`src/rtl/binario_a_bcd_pkg.sv`:
```
// -----------------------------------------------------------------------------
// binario_bcd_pkg
// Shared definitions for the binary-to-BCD converter:
//   - state_t     : converter FSM states (IDLE, CONV)
//   - N_ITER      : shift/add-3 iterations, one per operand bit
//   - BCD_W/N_DIG : digit width and number of BCD digits produced
//   - ADD3_THRESH : nibble value from which the +3 correction applies
// -----------------------------------------------------------------------------
package binario_bcd_pkg;

  localparam int DATA_W = 8;
  localparam int N_ITER = 8;
  localparam int IT_W   = $clog2(N_ITER);
  localparam int BCD_W  = 4;
  localparam int N_DIG  = 3;
  localparam int ACC_W  = BCD_W * N_DIG;

  localparam logic [BCD_W-1:0] ADD3_THRESH = 4'd5;
  localparam logic [BCD_W-1:0] ADD3_VAL    = 4'd3;

  // Counter value at which the last iteration is executed.
  localparam logic [IT_W-1:0] IT_LAST = IT_W'(N_ITER - 1);

  typedef enum logic [0:0] {
    IDLE = 1'b0,
    CONV = 1'b1
  } state_t;

endpackage

```
`src/rtl/binario_a_bcd_if.sv`:
```
// -----------------------------------------------------------------------------
// binario_a_bcd_if
// Request/result bundle between the product source and the converter.
//   start, valor              : request side (driven by master)
//   busy, done                : status (driven by slave)
//   signo, centenas, decenas,
//   unidades                  : held conversion result (driven by slave)
//
// Handshake: a request is accepted on a rising edge where start=1 and
// busy=0; valor is sampled on that same edge only. start while busy=1 is
// dropped, not queued. done is a one-cycle pulse marking the edge where the
// result registers were updated; the result holds until the next done.
// -----------------------------------------------------------------------------
interface binario_a_bcd_if;
  import binario_bcd_pkg::*;

  logic                 start;
  logic [DATA_W-1:0]    valor;
  logic                 busy;
  logic                 done;
  logic                 signo;
  logic [BCD_W-1:0]     unidades;
  logic [BCD_W-1:0]     decenas;
  logic [BCD_W-1:0]     centenas;

  modport master (
    output start, valor,
    input  busy, done, signo, unidades, decenas, centenas
  );

  modport slave (
    input  start, valor,
    output busy, done, signo, unidades, decenas, centenas
  );

endinterface

```
`src/rtl/binario_a_bcd_suma3.sv`:
```
// -----------------------------------------------------------------------------
// suma3_bcd
// Combinational add-3 corrector for one BCD nibble of the shift-and-add-3
// algorithm: a nibble of 5 or more becomes 8 or more after +3, so the
// following left shift carries into the next digit exactly when the digit
// would have exceeded 9.
//   i_nib : current BCD nibble
//   o_nib : corrected nibble (i_nib + 3 when i_nib >= 5)
// -----------------------------------------------------------------------------
module suma3_bcd
  import binario_bcd_pkg::*;
(
  input  logic [BCD_W-1:0] i_nib,
  output logic [BCD_W-1:0] o_nib
);

  assign o_nib = (i_nib >= ADD3_THRESH) ? (i_nib + ADD3_VAL) : i_nib;

endmodule

```
`src/rtl/binario_a_bcd.sv`:
```
// -----------------------------------------------------------------------------
// binario_a_bcd
// Sequential binary-to-BCD converter (shift-and-add-3, one bit per clock).
// Converts the 8-bit product into hundreds/tens/units plus a sign flag and
// holds the digits stable between conversions for the display multiplexer.
//
// Parameters:
//   SIGNED      : 1 = valor is two's complement (signo/magnitude produced),
//                 0 = valor is unsigned (signo stays 0)
// Ports:
//   clk         : system clock, rising edge
//   rst         : asynchronous, active-high reset
//   bus         : slave side of binario_a_bcd_if (start/valor in,
//                 busy/done/signo/digits out)
//   o_dbg_state : current FSM state
// -----------------------------------------------------------------------------
module binario_a_bcd
  import binario_bcd_pkg::*;
#(
  parameter bit SIGNED = 1'b1
)
(
  input  logic            clk,
  input  logic            rst,
  binario_a_bcd_if.slave  bus,
  output state_t          o_dbg_state
);

  // FSM
  state_t r_state;
  state_t w_state_next;
  logic   w_load;
  logic   w_step;
  logic   w_finish;

  // Datapath
  logic [IT_W-1:0]   r_it;
  logic [DATA_W-1:0] r_sh;
  logic [ACC_W-1:0]  r_acc;
  logic              r_signo_pend;

  // Output registers
  logic              r_done;
  logic              r_signo;
  logic [BCD_W-1:0]  r_uni;
  logic [BCD_W-1:0]  r_dec;
  logic [BCD_W-1:0]  r_cen;

  // Combinational helpers
  logic              w_neg;
  logic [DATA_W-1:0] w_mag;
  logic [ACC_W-1:0]  w_acc_adj;
  logic [ACC_W-1:0]  w_acc_shift;
  logic [DATA_W-1:0] w_sh_shift;

  // ---------------------------------------------------------------------------
  // Operand conditioning. In signed mode the magnitude of -128 is 128, which
  // still fits the 8-bit shift register when read as unsigned. Zero has
  // bit 7 clear, so it is never flagged negative.
  // ---------------------------------------------------------------------------
  always_comb begin
    w_neg = SIGNED && bus.valor[DATA_W-1];
    w_mag = w_neg ? ((~bus.valor) + 8'd1) : bus.valor;
  end

  // ---------------------------------------------------------------------------
  // Add-3 correction on every digit, then one left shift of {acc, sh}.
  // ---------------------------------------------------------------------------
  for (genvar g = 0; g < N_DIG; g++) begin : g_suma3
    suma3_bcd u_suma3 (
      .i_nib (r_acc[g*BCD_W +: BCD_W]),
      .o_nib (w_acc_adj[g*BCD_W +: BCD_W])
    );
  end

  always_comb begin
    {w_acc_shift, w_sh_shift} = {w_acc_adj, r_sh} << 1;
  end

  // ---------------------------------------------------------------------------
  // FSM state register
  // ---------------------------------------------------------------------------
  always_ff @(posedge clk or posedge rst) begin
    if (rst) begin
      r_state <= IDLE;
    end else begin
      r_state <= w_state_next;
    end
  end

  // ---------------------------------------------------------------------------
  // FSM next state and control strobes
  // ---------------------------------------------------------------------------
  always_comb begin
    w_state_next = r_state;
    w_load       = 1'b0;
    w_step       = 1'b0;
    w_finish     = 1'b0;
    case (r_state)
      IDLE: begin
        if (bus.start) begin
          w_load       = 1'b1;
          w_state_next = CONV;
        end
      end
      CONV: begin
        w_step = 1'b1;
        if (r_it == IT_LAST) begin
          w_finish     = 1'b1;
          w_state_next = IDLE;
        end
      end
      default: begin
        w_state_next = IDLE;
      end
    endcase
  end

  // ---------------------------------------------------------------------------
  // Shift registers, iteration counter and held result. The result registers
  // load straight from the shifted value of the last iteration, so they move
  // only on the completion edge and never show a partial conversion.
  // ---------------------------------------------------------------------------
  always_ff @(posedge clk or posedge rst) begin
    if (rst) begin
      r_it         <= '0;
      r_sh         <= '0;
      r_acc        <= '0;
      r_signo_pend <= 1'b0;
      r_done       <= 1'b0;
      r_signo      <= 1'b0;
      r_uni        <= '0;
      r_dec        <= '0;
      r_cen        <= '0;
    end else begin
      r_done <= w_finish;
      if (w_load) begin
        r_sh         <= w_mag;
        r_acc        <= '0;
        r_it         <= '0;
        r_signo_pend <= w_neg;
      end else if (w_step) begin
        r_sh  <= w_sh_shift;
        r_acc <= w_acc_shift;
        r_it  <= r_it + 1'b1;
      end
      if (w_finish) begin
        r_uni   <= w_acc_shift[0*BCD_W +: BCD_W];
        r_dec   <= w_acc_shift[1*BCD_W +: BCD_W];
        r_cen   <= w_acc_shift[2*BCD_W +: BCD_W];
        r_signo <= r_signo_pend;
      end
    end
  end

  assign bus.busy     = (r_state == CONV);
  assign bus.done     = r_done;
  assign bus.signo    = r_signo;
  assign bus.unidades = r_uni;
  assign bus.decenas  = r_dec;
  assign bus.centenas = r_cen;
  assign o_dbg_state  = r_state;

endmodule

```
`src/flat_wrapper.sv`:
```
// flat-port wrapper written by rule: the top's interface ports become plain ports
module binario_a_bcd_flat import binario_bcd_pkg::*;
#(
  parameter bit SIGNED = 1'b1
)
  (clk, rst, o_dbg_state, bus_start, bus_valor, bus_busy, bus_done, bus_signo, bus_unidades, bus_decenas, bus_centenas);
  binario_a_bcd_if bus_i ();
  input  logic clk;
  input  logic rst;
  output state_t o_dbg_state;
  input wire logic [$bits(bus_i.start)-1:0] bus_start;
  input wire logic [$bits(bus_i.valor)-1:0] bus_valor;
  output wire logic [$bits(bus_i.busy)-1:0] bus_busy;
  output wire logic [$bits(bus_i.done)-1:0] bus_done;
  output wire logic [$bits(bus_i.signo)-1:0] bus_signo;
  output wire logic [$bits(bus_i.unidades)-1:0] bus_unidades;
  output wire logic [$bits(bus_i.decenas)-1:0] bus_decenas;
  output wire logic [$bits(bus_i.centenas)-1:0] bus_centenas;
  assign bus_i.start = bus_start;
  assign bus_i.valor = bus_valor;
  assign bus_busy = bus_i.busy;
  assign bus_done = bus_i.done;
  assign bus_signo = bus_i.signo;
  assign bus_unidades = bus_i.unidades;
  assign bus_decenas = bus_i.decenas;
  assign bus_centenas = bus_i.centenas;
  binario_a_bcd #(.SIGNED(SIGNED)) u_core (.clk(clk), .rst(rst), .bus(bus_i), .o_dbg_state(o_dbg_state));
endmodule
```
`config.mk`:
```
export PLATFORM = sky130hd
export DESIGN_NAME = binario_a_bcd_flat
export DESIGN_NICKNAME = d
export VERILOG_FILES = /design/src/rtl/binario_a_bcd_pkg.sv /design/src/rtl/binario_a_bcd_if.sv /design/src/rtl/binario_a_bcd_suma3.sv /design/src/rtl/binario_a_bcd.sv /design/src/flat_wrapper.sv
export SDC_FILE = /design/constraint.sdc
export NUM_CORES = 1
export LEC_CHECK = 0
export BUFFER_PORTS_ARGS = -buffer_cell sky130_fd_sc_hd__clkbuf_2
export CORE_MARGIN = 1.5
export CORE_UTILIZATION = 55
export CTS_BUF_LIST = sky130_fd_sc_hd__clkbuf_8 sky130_fd_sc_hd__clkbuf_16
export CTS_CLUSTER_DIAMETER = 200
export CTS_CLUSTER_SIZE = 16
export DETAILED_ROUTE_END_ITERATION = 8
export PLACE_DENSITY = 0.78
export SETUP_SLACK_MARGIN = 0.2
export SLEW_MARGIN = 0
export SYNTH_ARGS = -nofsm -noshare
export SYNTH_HDL_FRONTEND = slang
export SYNTH_SLANG_ARGS = --single-unit
```
`constraint.sdc`:
```
create_clock -name clk -period 1.9 [get_ports clk]
set_clock_uncertainty 0.1 [all_clocks]
set_input_delay 0.19 -clock clk [delete_from_list [all_inputs] [get_ports clk]]
set_output_delay 0.19 -clock clk [all_outputs]
set_load 0.1 [all_outputs]
```
==> results.tsv, run 1 <==
metric	value	unit
synthesis.nets	205	
period_needed	1640	ps
clockRootBuffer	clkbuf_8	
max_freq	610	MHz
drive_gt1_share	28.9	%
drt_pass1_iterations	4	
antenna_found_initial	0	
hold_class	in -> reg	
crit_path_cell_trace	clkbuf_4	
areaGrowthSynthToFinish	16.2	%
synth_top_area_share	49.3	%
critPathTopFamily	flip-flops	
grt_usage	22.1	%
cp-start-kind	register	
seq_area_frac_synth	49.3	%
hold_depth	3	
path_buf_inv	1	
yosys-top-cells-area	dfrtp_1 (49%), ha_1 (5.7%), mux2_2 (5.1%)	
fp.dieH	63.0	µm
synth.ff_latch_count	39	
gp_congestion	0.747	
critPathMaxStageDelay	630	ps
netlist_area	1980	µm²
cp_slowest_cell	dfrtp_4	
yosys.area.top_type	dfrtp_1	
grt_max_degree	31	
final-hold-violation-count	0	
overflow	0	
path_max_fanout	30	
reg2reg_depth	6	
period_share	86.2	%
maxCapViolCount	0	
cp-end-kind	output port	
initial_core_util	58.4	%
initialDrtViolationCount	89	
antenna_cells	0	
grt_pass1_vias	1512	
numCtsBuffers	5	
row_count	21	
wl	3.89	mm
relSlewSlack	63.8	%
cp_num_cells	1	
portBuffers	26	
dieWidth	63.0	µm
synth_warnings	0	
maxSlewViolCount	0	
finalSetupViolCount	0	
rsz0062_at_grt	no	
drc_errors	0	
post_drt_wl_per_cell	14.7	µm
finalSetupTns	0	ps
synth_cells	185	
crit_required	1610	ps
outcome	complete, no violations	
vias	1447	
num-nets-final	238	
ys_types	35	
cp_data_arrival_time	1350	ps
clockBufferDepth	2	
n_fill_cell	258	
synth_area_per_cell	10.7	µm²
routed_via_density	5.48	
clock_latency	300	ps
cts_tree	built	
htreeDepth	2	
io_pins	27	
cts.sinks	39	
path_class	reg -> out	
core-area	3390	µm²
hpwl	2.74	mm
postRouteAntennaNets	0	
dieArea	3970	µm²
grt_pass1_wl	6.76	mm
worst_pin_slew	546	ps
clkTransAtPathRegs	70	ps
[cells in the final DEF, fill, tap and decap left out, drive strengths merged]
cell type    count
nor3             4
dlygate4sd3      1
nand2b           4
mux2             9
nand2           18
or3              1
o31ai            3
and2             2
clkbuf          31
nand3            1
mux2i            9
or3b             1
clkinvlp         1
a21oi           10
or2b             1
buf              7
a22oi            3
o21ai           16
a21o             7
nor2             7
inv             13
and4b            1
xor2             3
a221oi           1
or4              1
ha               9
dfrtp           39
xnor2            4
nor3b            7
a22o             4
[synth_stat cells (all sizes together)]
cell	instances
a22o	4
clkinv	1
clkbuf	5
xnor2	4
or3	1
and2	2
ha	9
nor2	7
a21o	7
a22oi	3
nand2	18
nor3	4
or3b	1
xor2	3
or2b	1
nand3	1
o21ai	16
mux2i	9
and4b	1
or4	1
dfrtp	39
inv	11
mux2	9
nor3b	7
a21oi	10
nand2b	4
a221oi	1
buf	3
o31ai	3
[final cells by class]
cell class                 count  area, µm²  area share, %
timing repair buffer          34        201           8.75
tap                           46       57.6           2.50
clock buffer                   5       68.8           2.99
inverter                      12       48.8           2.12
multi-input combinational    126        935           40.6
clock inverter                 2       7.51          0.326
sequential                    39        982           42.7
[stage by stage]
stage	cells	setup WS [ps]	util [%]	cell area, µm²	hold WS [ps]
2_1_floorplan	185	306	-	1980	246
3_3_place_gp	254	233	63.6	2160	94.8
3_5_place_dp	254	167	63.6	2160	127
4_1_cts	262	221	66.5	2250	102
5_1_grt	264	177	67.9	2300	150
6_report	264	262	67.9	2300	94.6
[path summary, 6_finish.rpt]
check | from | to | slack [ps]
min | bus_valor[0] | u_core.r_sh[0]$_DFFE_PP0P_ | 90
min reg2reg | u_core.bus.unidades[3]$_DFFE_PP0P_ | u_core.bus.unidades[3]$_DFFE_PP0P_ | 380
min in group asynchronous | rst | u_core.r_acc[7]$_DFFE_PP0P_ | 330
max in group asynchronous | rst | u_core.r_sh[1]$_DFFE_PP0P_ | 670
max reg2reg | u_core.r_acc[1]$_DFFE_PP0P_ | u_core.bus.unidades[2]$_DFFE_PP0P_ | 290
max | u_core.bus.busy$_DFF_PP0_ | o_dbg_state | 260
[worst reg2reg max path, cell delays in order (launching register included)]
cell	delay [ps]
dfrtp_1	400
inv_2	90
ha_1	180
nand2b_1	160
a21oi_2	190
mux2i_1	120
mux2_2	270
[per-layer routing]
layer  part of all wire, %  track usage [%]  vias to the layer above
met2                    50             37.2                       28
met4                   1.8             8.33                        0
met5                     0                0                        -
met1                    45             26.5                      706
met3                   3.7             7.03                        9
li1                      -                -                      704
[sequential cells by signal, summed over array words and instances (netlist names)]
signal,cells
u_core.bus.busy,1
u_core.bus.centenas,4
u_core.bus.decenas,4
u_core.bus.done,1
u_core.bus.signo,1
u_core.bus.unidades,4
u_core.r_acc,12
u_core.r_it,3
u_core.r_sh,8
u_core.r_signo_pend,1
[cells by family (layout without fill, tap and decap cells)]
logic type | Yosys count | count (layout) | synth area share [%]
multiplexers | 18 | 18 | 9.67
AND/OR/NAND/NOR | 48 | 48 | 12.9
buffers and inverters | 20 | 53 | 4.93
flip-flops | 39 | 39 | 49.3
AO/OA/AOI/OAI | 44 | 44 | 14.4
XOR/XNOR | 7 | 7 | 3.10
adder cells (fa/ha/maj) | 9 | 9 | 5.69
[timing repair]
item | in CTS | in global routing
buffers inserted | 0 | 2
hold buffers | 1 | 0
hold endpoints to repair | 11 | 0
setup endpoints to repair | 6 | 10
gates resized for setup | 4 | 11
pin swaps | 0 | 3
Power of run 1 is left out: the tool's default activity adds up to more than one toggle a clock period on the data nets, which glitch-free logic cannot reach.
==> run 2, diff against run 1 <==
ABC_AREA = 1   (was default)
==> run 2 against run 1 <==
Clock-buffer cell count did not move; core utilization down 1.7 points; die area about the same; sequential share of layout area is 0.87 points higher; fmax down 0.43%; first-iteration DRC count is 21% lower; area after synthesis is essentially flat; critical path depth did not move; non-clock buffer count down 3; worst setup slack worse by 7.2 ps; global-route usage up 0.17 points; register-to-register slack better by 120 ps; critical endpoint unchanged.
==> results.tsv, run 2 <==
metric	value	unit	change
netlist_area	1980	µm²	about the same
async_reset_ff_share	100	%	unchanged
critPathMaxStageDelay	550	ps	-80 ps
yosys-top-cells-area	dfrtp_1 (49%), nand2_1 (13%), nand3_1 (8.1%)		
path_max_fanout	13		-57%
row_count	21		unchanged
dieWidth	63.0	µm	about the same
synth_ff_type	dfrtp_1		
mostFrequentLayoutCell	nand2_1		
multiInputGateArea	840	µm²	-10%
worstHoldStart	bus_valor[0]		
final_cell_mix	nand2_1 (69), dfrtp_1 (38), nand3_1 (32)		
top_usage_layer	met2		
initialDrtViolationCount	70		-21%
fp.dieH	63.0	µm	about the same
synth_area_per_cell	8.49	µm²	-21%
holdWs	64.4	ps	-30.2 ps
clockRootBuffer	clkbuf_8		
synth_cells	233		+26%
largestRegisters	u_core.r_acc: 12 flops, u_core.r_sh: 8 flops		
cts_setup_buffers	0		unchanged
path_buf_inv	1		unchanged
grt_use_met1	29.4	%	+2.9 points
cp-start-kind	register		
synth_common_cells	nand2_1 (69), dfrtp_1 (39), nand3_1 (32)		
overflow	0		unchanged
max_freq	608	MHz	-0.43%
hold_class	in -> reg		
final-hold-violation-count	0		unchanged
synth.ff_latch_count	39		unchanged
cts_tree	built		
crit_required	1610	ps	about the same
reg2reg_depth	6		unchanged
clockBufferDepth	2		unchanged
gp_congestion	0.836		+12%
hold_depth	3		unchanged
cp-end-kind	output port		
pre_cts_ws	397	ps	+230 ps
n_fill_cell	283		+9.7%
grt_use_met3	4.50	%	-2.5 points
synth_warnings	0		unchanged
synth_top_area_share	49.3	%	about the same
cp_data_arrival_time	1360	ps	about the same
finalSetupTns	0	ps	unchanged
drt_pass1_iterations	4		unchanged
crit_path_cell_trace	clkbuf_2		
seq_area_frac_synth	49.3	%	about the same
period_share	86.6	%	+0.38 points
fin_ws	255	ps	-7.16 ps
antenna_cells	0		unchanged
postRouteAntennaNets	0		unchanged
r2r_setup_slack	410	ps	+120 ps
wl	3.61	mm	-7.2%
ys_types	23		-34%
synth-edff-count	0		unchanged
synth_compound_area_share	11.4	%	-3.0 points
routed_via_density	5.13		-6.5%
grt_pass1_wl	7.00	mm	+3.5%
synthesis.nets	253		+23%
relSlewSlack	63.5	%	-0.26 points
post_drt_wl_per_cell	11.6	µm	-21%
outcome	complete, no violations		
clock_latency	290	ps	about the same
synth-simple-area-share	25.3	%	+12 points
maxSlewViolCount	0		unchanged
dieArea	3970	µm²	about the same
post-synth-top-count-cell	nand2_1		
path_class	reg -> out		
place_area	2150	µm²	-0.17%
largest_register_ffs	12		unchanged
synthXorXnorAreaFrac	0	%	-3.1 points
use_met2	35.9	%	-1.3 points
regArea	977	µm²	-0.51%
cp_slowest_cell	dfrtp_2		
clkTransAtPathRegs	80	ps	about the same
finalSetupViolCount	0		unchanged
synth_top_family_by_area	simple AND/OR/NAND/NOR gates		
synthAdderAreaFrac	5.69	%	about the same
portBuffers	26		unchanged
initial_core_util	58.4	%	about the same
areaGrowthSynthToFinish	13.4	%	
regMostFlops	u_core.r_acc		
numCtsBuffers	5		unchanged
io_pins	27		unchanged
synth.mux.area_fraction	0	%	-9.7 points
drc_errors	0		unchanged
period_needed	1650	ps	+7.16 ps
critPathTopFamily	flip-flops		
drive_gt1_share	16.5	%	-12 points
r2r-end	u_core.bus.signo$_DFFE_PP0P_		
antenna_found_initial	0		unchanged
maxCapViolCount	0		unchanged
core-area	3390	µm²	unchanged
finish.instance_area	2240	µm²	-2.5%
grt_usage	22.3	%	+0.17 points
worst_pin_slew	550	ps	+3.90 ps
htreeDepth	2		unchanged
rsz0062_at_grt	no		
num-nets-final	285		+20%
cts.sinks	39		unchanged
grt_max_degree	30		-3.2%
vias	1599		+11%
grt_pass1_vias	1611		+6.5%
r2r-start	u_core.r_it[0]$_DFFE_PP0P_		
yosys.area.top_type	dfrtp_1		
hold_path_end	u_core.r_sh[0]$_DFFE_PP0P_		
hpwl	2.69	mm	-1.8%
## run 2: changes by cell type after synthesis, moves of 7 or more
cell | before | now
nand3_1 | 1 | 32
inv_1 | 11 | 27
nand2_1 | 18 | 69
nor3b_1 | 7 | 0
a21o_1 | 7 | 0
mux2i_1 | 9 | 0
a21oi_1 | 10 | 2
mux2_2 | 9 | 0
## run 2: final cells by class
cell class | instances | area share, %
repair buffers | 31 | 8.14
clock inverters | 3 | 0.558
inverters | 28 | 4.68
multi-input cells | 160 | 37.4
flip-flops and latches | 39 | 43.6
well taps | 46 | 2.57
clock buffers | 5 | 3.07
## run 2: worst max-delay path by stage
| stage | start | cells past startpoint | slack (ps) | to |
|---|---|---|---|---|
| 3_5_place_dp | u_core.r_it[0]$_DFFE_PP0P_ | 6 | 400 | u_core.bus.unidades[0]$_DFFE_PP0P_ |
| 3_3_place_gp | u_core.r_it[0]$_DFFE_PP0P_ | 6 | 430 | u_core.bus.unidades[1]$_DFFE_PP0P_ |
| 4_1_cts | u_core.bus.busy$_DFF_PP0_ | 1 | 240 | o_dbg_state |
| 6_report | u_core.bus.busy$_DFF_PP0_ | 1 | 250 | o_dbg_state |
| 5_1_grt | u_core.bus.busy$_DFF_PP0_ | 1 | 210 | o_dbg_state |
| 2_1_floorplan | u_core.bus.busy$_DFF_PP0_ | 4 | 420 | u_core.bus.centenas[0]$_DFFE_PP0P_ |
## run 2: metrics by stage
step | utilization [%] | std cells
floorplan | - | 233
global placement | 63.5 | 303
detailed placement | 63.5 | 303
CTS | 66.2 | 312
global route | 66.2 | 312
finish | 66.2 | 312
## run 2: repair_timing
action,in CTS,in global routing
gates resized for setup,0,0
hold buffers,1,0
hold endpoints to repair,10,0
endpoints found under the setup margin,0,0
## run 2: logic make-up after synthesis
logic type | after synthesis
adders and majority gates | 9
buffers and inverters | 34
and+or+nand+nor | 114
DFF | 39
AOI/OAI and AO/OA | 37
## run 2: metal layers
layer  vias to the layer above  part of all wire (%)
met5                         -                     0
met3                         7                   2.9
met4                         0                   2.1
li1                        829                     -
met1                       730                    49
met2                        33                    46
Power of run 2 is left out for the same reason.
==> run 3, diff against run 2 <==
TNS_END_PERCENT = 5   (was default)
clock period = 1.59 ns   (was 1.9 ns; I/O delays follow)
==> run 3 against run 2 <==
Design area up 5.8%; sequential share of layout area down 2.3 points; die area unchanged; via count up 4.0%; critical path depth up 6; register-to-register slack worse by 260 ps; worst setup slack worse by 110 ps; global-route usage up 0.26 points; cell count up 2.6%; first-iteration DRC count up 120%.
==> results.tsv, run 3 (synthesis gave the netlist of run 2 again) <==
metric	value	unit	change
outcome	complete, no violations		
antenna_found_initial	0		unchanged
final-hold-violation-count	0		unchanged
grt_pass1_wl	6.89	mm	-1.6%
postRouteAntennaNets	0		unchanged
cp-start-kind	register		
drive_gt1_share	21.2	%	+4.6 points
clockRootBuffer	clkbuf_8		
dr_wl_met2	1.81	mm	+9.5%
maxSlewViolCount	0		unchanged
dieArea	3970	µm²	unchanged
wl_met1	1.83	mm	+3.7%
cp_data_arrival_time	1510	ps	+150 ps
path_class	reg -> reg		
mostFrequentLayoutCell	nand2_1		
gp_congestion	0.861		+3.0%
fp.dieH	63.0	µm	unchanged
largestRegisters	u_core.r_acc: 12 flops, u_core.r_sh: 8 flops		
row_count	21		unchanged
core-area	3390	µm²	unchanged
portBuffers	26		unchanged
path_max_fanout	4		-9
clockBufferDepth	2		unchanged
cts.sinks	39		unchanged
rsz0062_at_grt	yes		
io_pins	27		unchanged
grt_usage	22.6	%	+0.26 points
finalSetupTns	0	ps	unchanged
initialDrtViolationCount	151		+120%
clkTransAtPathRegs	70	ps	about the same
fin_ws	148	ps	-107 ps
instances_no_fill	320		+2.6%
placedCellCount	303		unchanged
max_freq	693	MHz	
grt_pass1_vias	1616		+0.31%
top_layer	met4		
hpwl	2.62	mm	-2.9%
routed_via_density	5.20		+1.4%
htreeDepth	2		unchanged
period_needed	1440	ps	
regMostFlops	u_core.r_acc		
crit_required	1660	ps	+50 ps
vias	1663		+4.0%
maxCapViolCount	0		unchanged
clock_latency	290	ps	about the same
finalSetupViolCount	0		unchanged
period_share	90.7	%	
drc_errors	0		unchanged
antenna_cells	0		unchanged
worst_pin_slew	540	ps	-10.2 ps
num-nets-final	293		+2.8%
relSlewSlack	64.2	%	+0.68 points
post_drt_wl_per_cell	12.0	µm	+4.1%
dr_wl_met3	140	µm	+33%
largest_register_ffs	12		unchanged
hold_class	in -> reg		
cts_tree	built		
initial_core_util	58.4	%	unchanged
cp-end-kind	register		
drt_pass1_iterations	6		+2
numCtsBuffers	5		unchanged
overflow	0		unchanged
final_cell_mix	nand2_1 (68), dfrtp_1 (38), nand3_1 (32)		
dieWidth	63.0	µm	unchanged
r2r_setup_slack	150	ps	-260 ps
areaGrowthSynthToFinish	20.0	%	
holdWs	15.0	ps	-49.5 ps
pre_cts_ws	96.6	ps	-300 ps
grt_max_degree	40		+33%
wl	3.85	mm	+6.8%
run 3: cell count changes in the layout (fill, tap and decap cells not counted), moves of 2 or more:
cell | previous run | this run
clkbuf_2 | 26 | 24
inv_2 | 1 | 3
inv_1 | 29 | 26
o21ai_2 | 3 | 5
buf_12 | 1 | 4
o21ai_1 | 6 | 4
buf_4 | 3 | 10
run 3: layer usage:
metal  vias up  GRT usage (%)
li1        846              -
met5         -              0
met3         7           5.05
met2        44           36.8
met4         0           11.7
met1       766           28.0
run 3: worst max-delay path: stages, from the launching register on:
cell	delay (ps)
dfrtp_1	380
inv_1	130
ha_1	180
inv_1	70
o21ai_2	150
nand2_1	140
nand3_1	110
o21ai_0	70
run 3: worst paths after layout:
path / start / to / cells past startpoint
max: u_core.r_acc[5]$_DFFE_PP0P_ / u_core.r_acc[8]$_DFFE_PP0P_ / 7
min: bus_valor[0] / u_core.r_sh[0]$_DFFE_PP0P_ / 3
max reg2reg: u_core.r_acc[5]$_DFFE_PP0P_ / u_core.r_acc[8]$_DFFE_PP0P_ / 7
min reg2reg: u_core.r_it[0]$_DFFE_PP0P_ / u_core.r_it[0]$_DFFE_PP0P_ / 1
max in group asynchronous: rst / u_core.bus.busy$_DFF_PP0_ / 4
min in group asynchronous: rst / u_core.r_acc[9]$_DFFE_PP0P_ / 4
run 3: cell type report:
class,instances,area (µm²)
clock buffers,6,82.6
clock inverters,2,8.76
fillers,262,1020
inverters,28,105
multi-input cells,160,855
flip-flops and latches,39,980
well taps,46,57.6
repair buffers,39,285
run 3: metrics by stage:
stage                     cell area (µm²)  util [%]
final                                2370      70.0
after global routing                 2370      70.0
after CTS                            2360      69.6
after detailed placement             2200      64.8
after global placement               2200      64.8
after floorplan                      1980         -
run 3: what timing repair did:
item,in CTS,in global routing
gates resized for setup,6,0
buffers inserted,6,2
pin swaps,2,0
setup endpoints to repair,20,38
hold endpoints to repair,39,0
hold buffers,1,0
Power of run 3 is left out for the same reason.
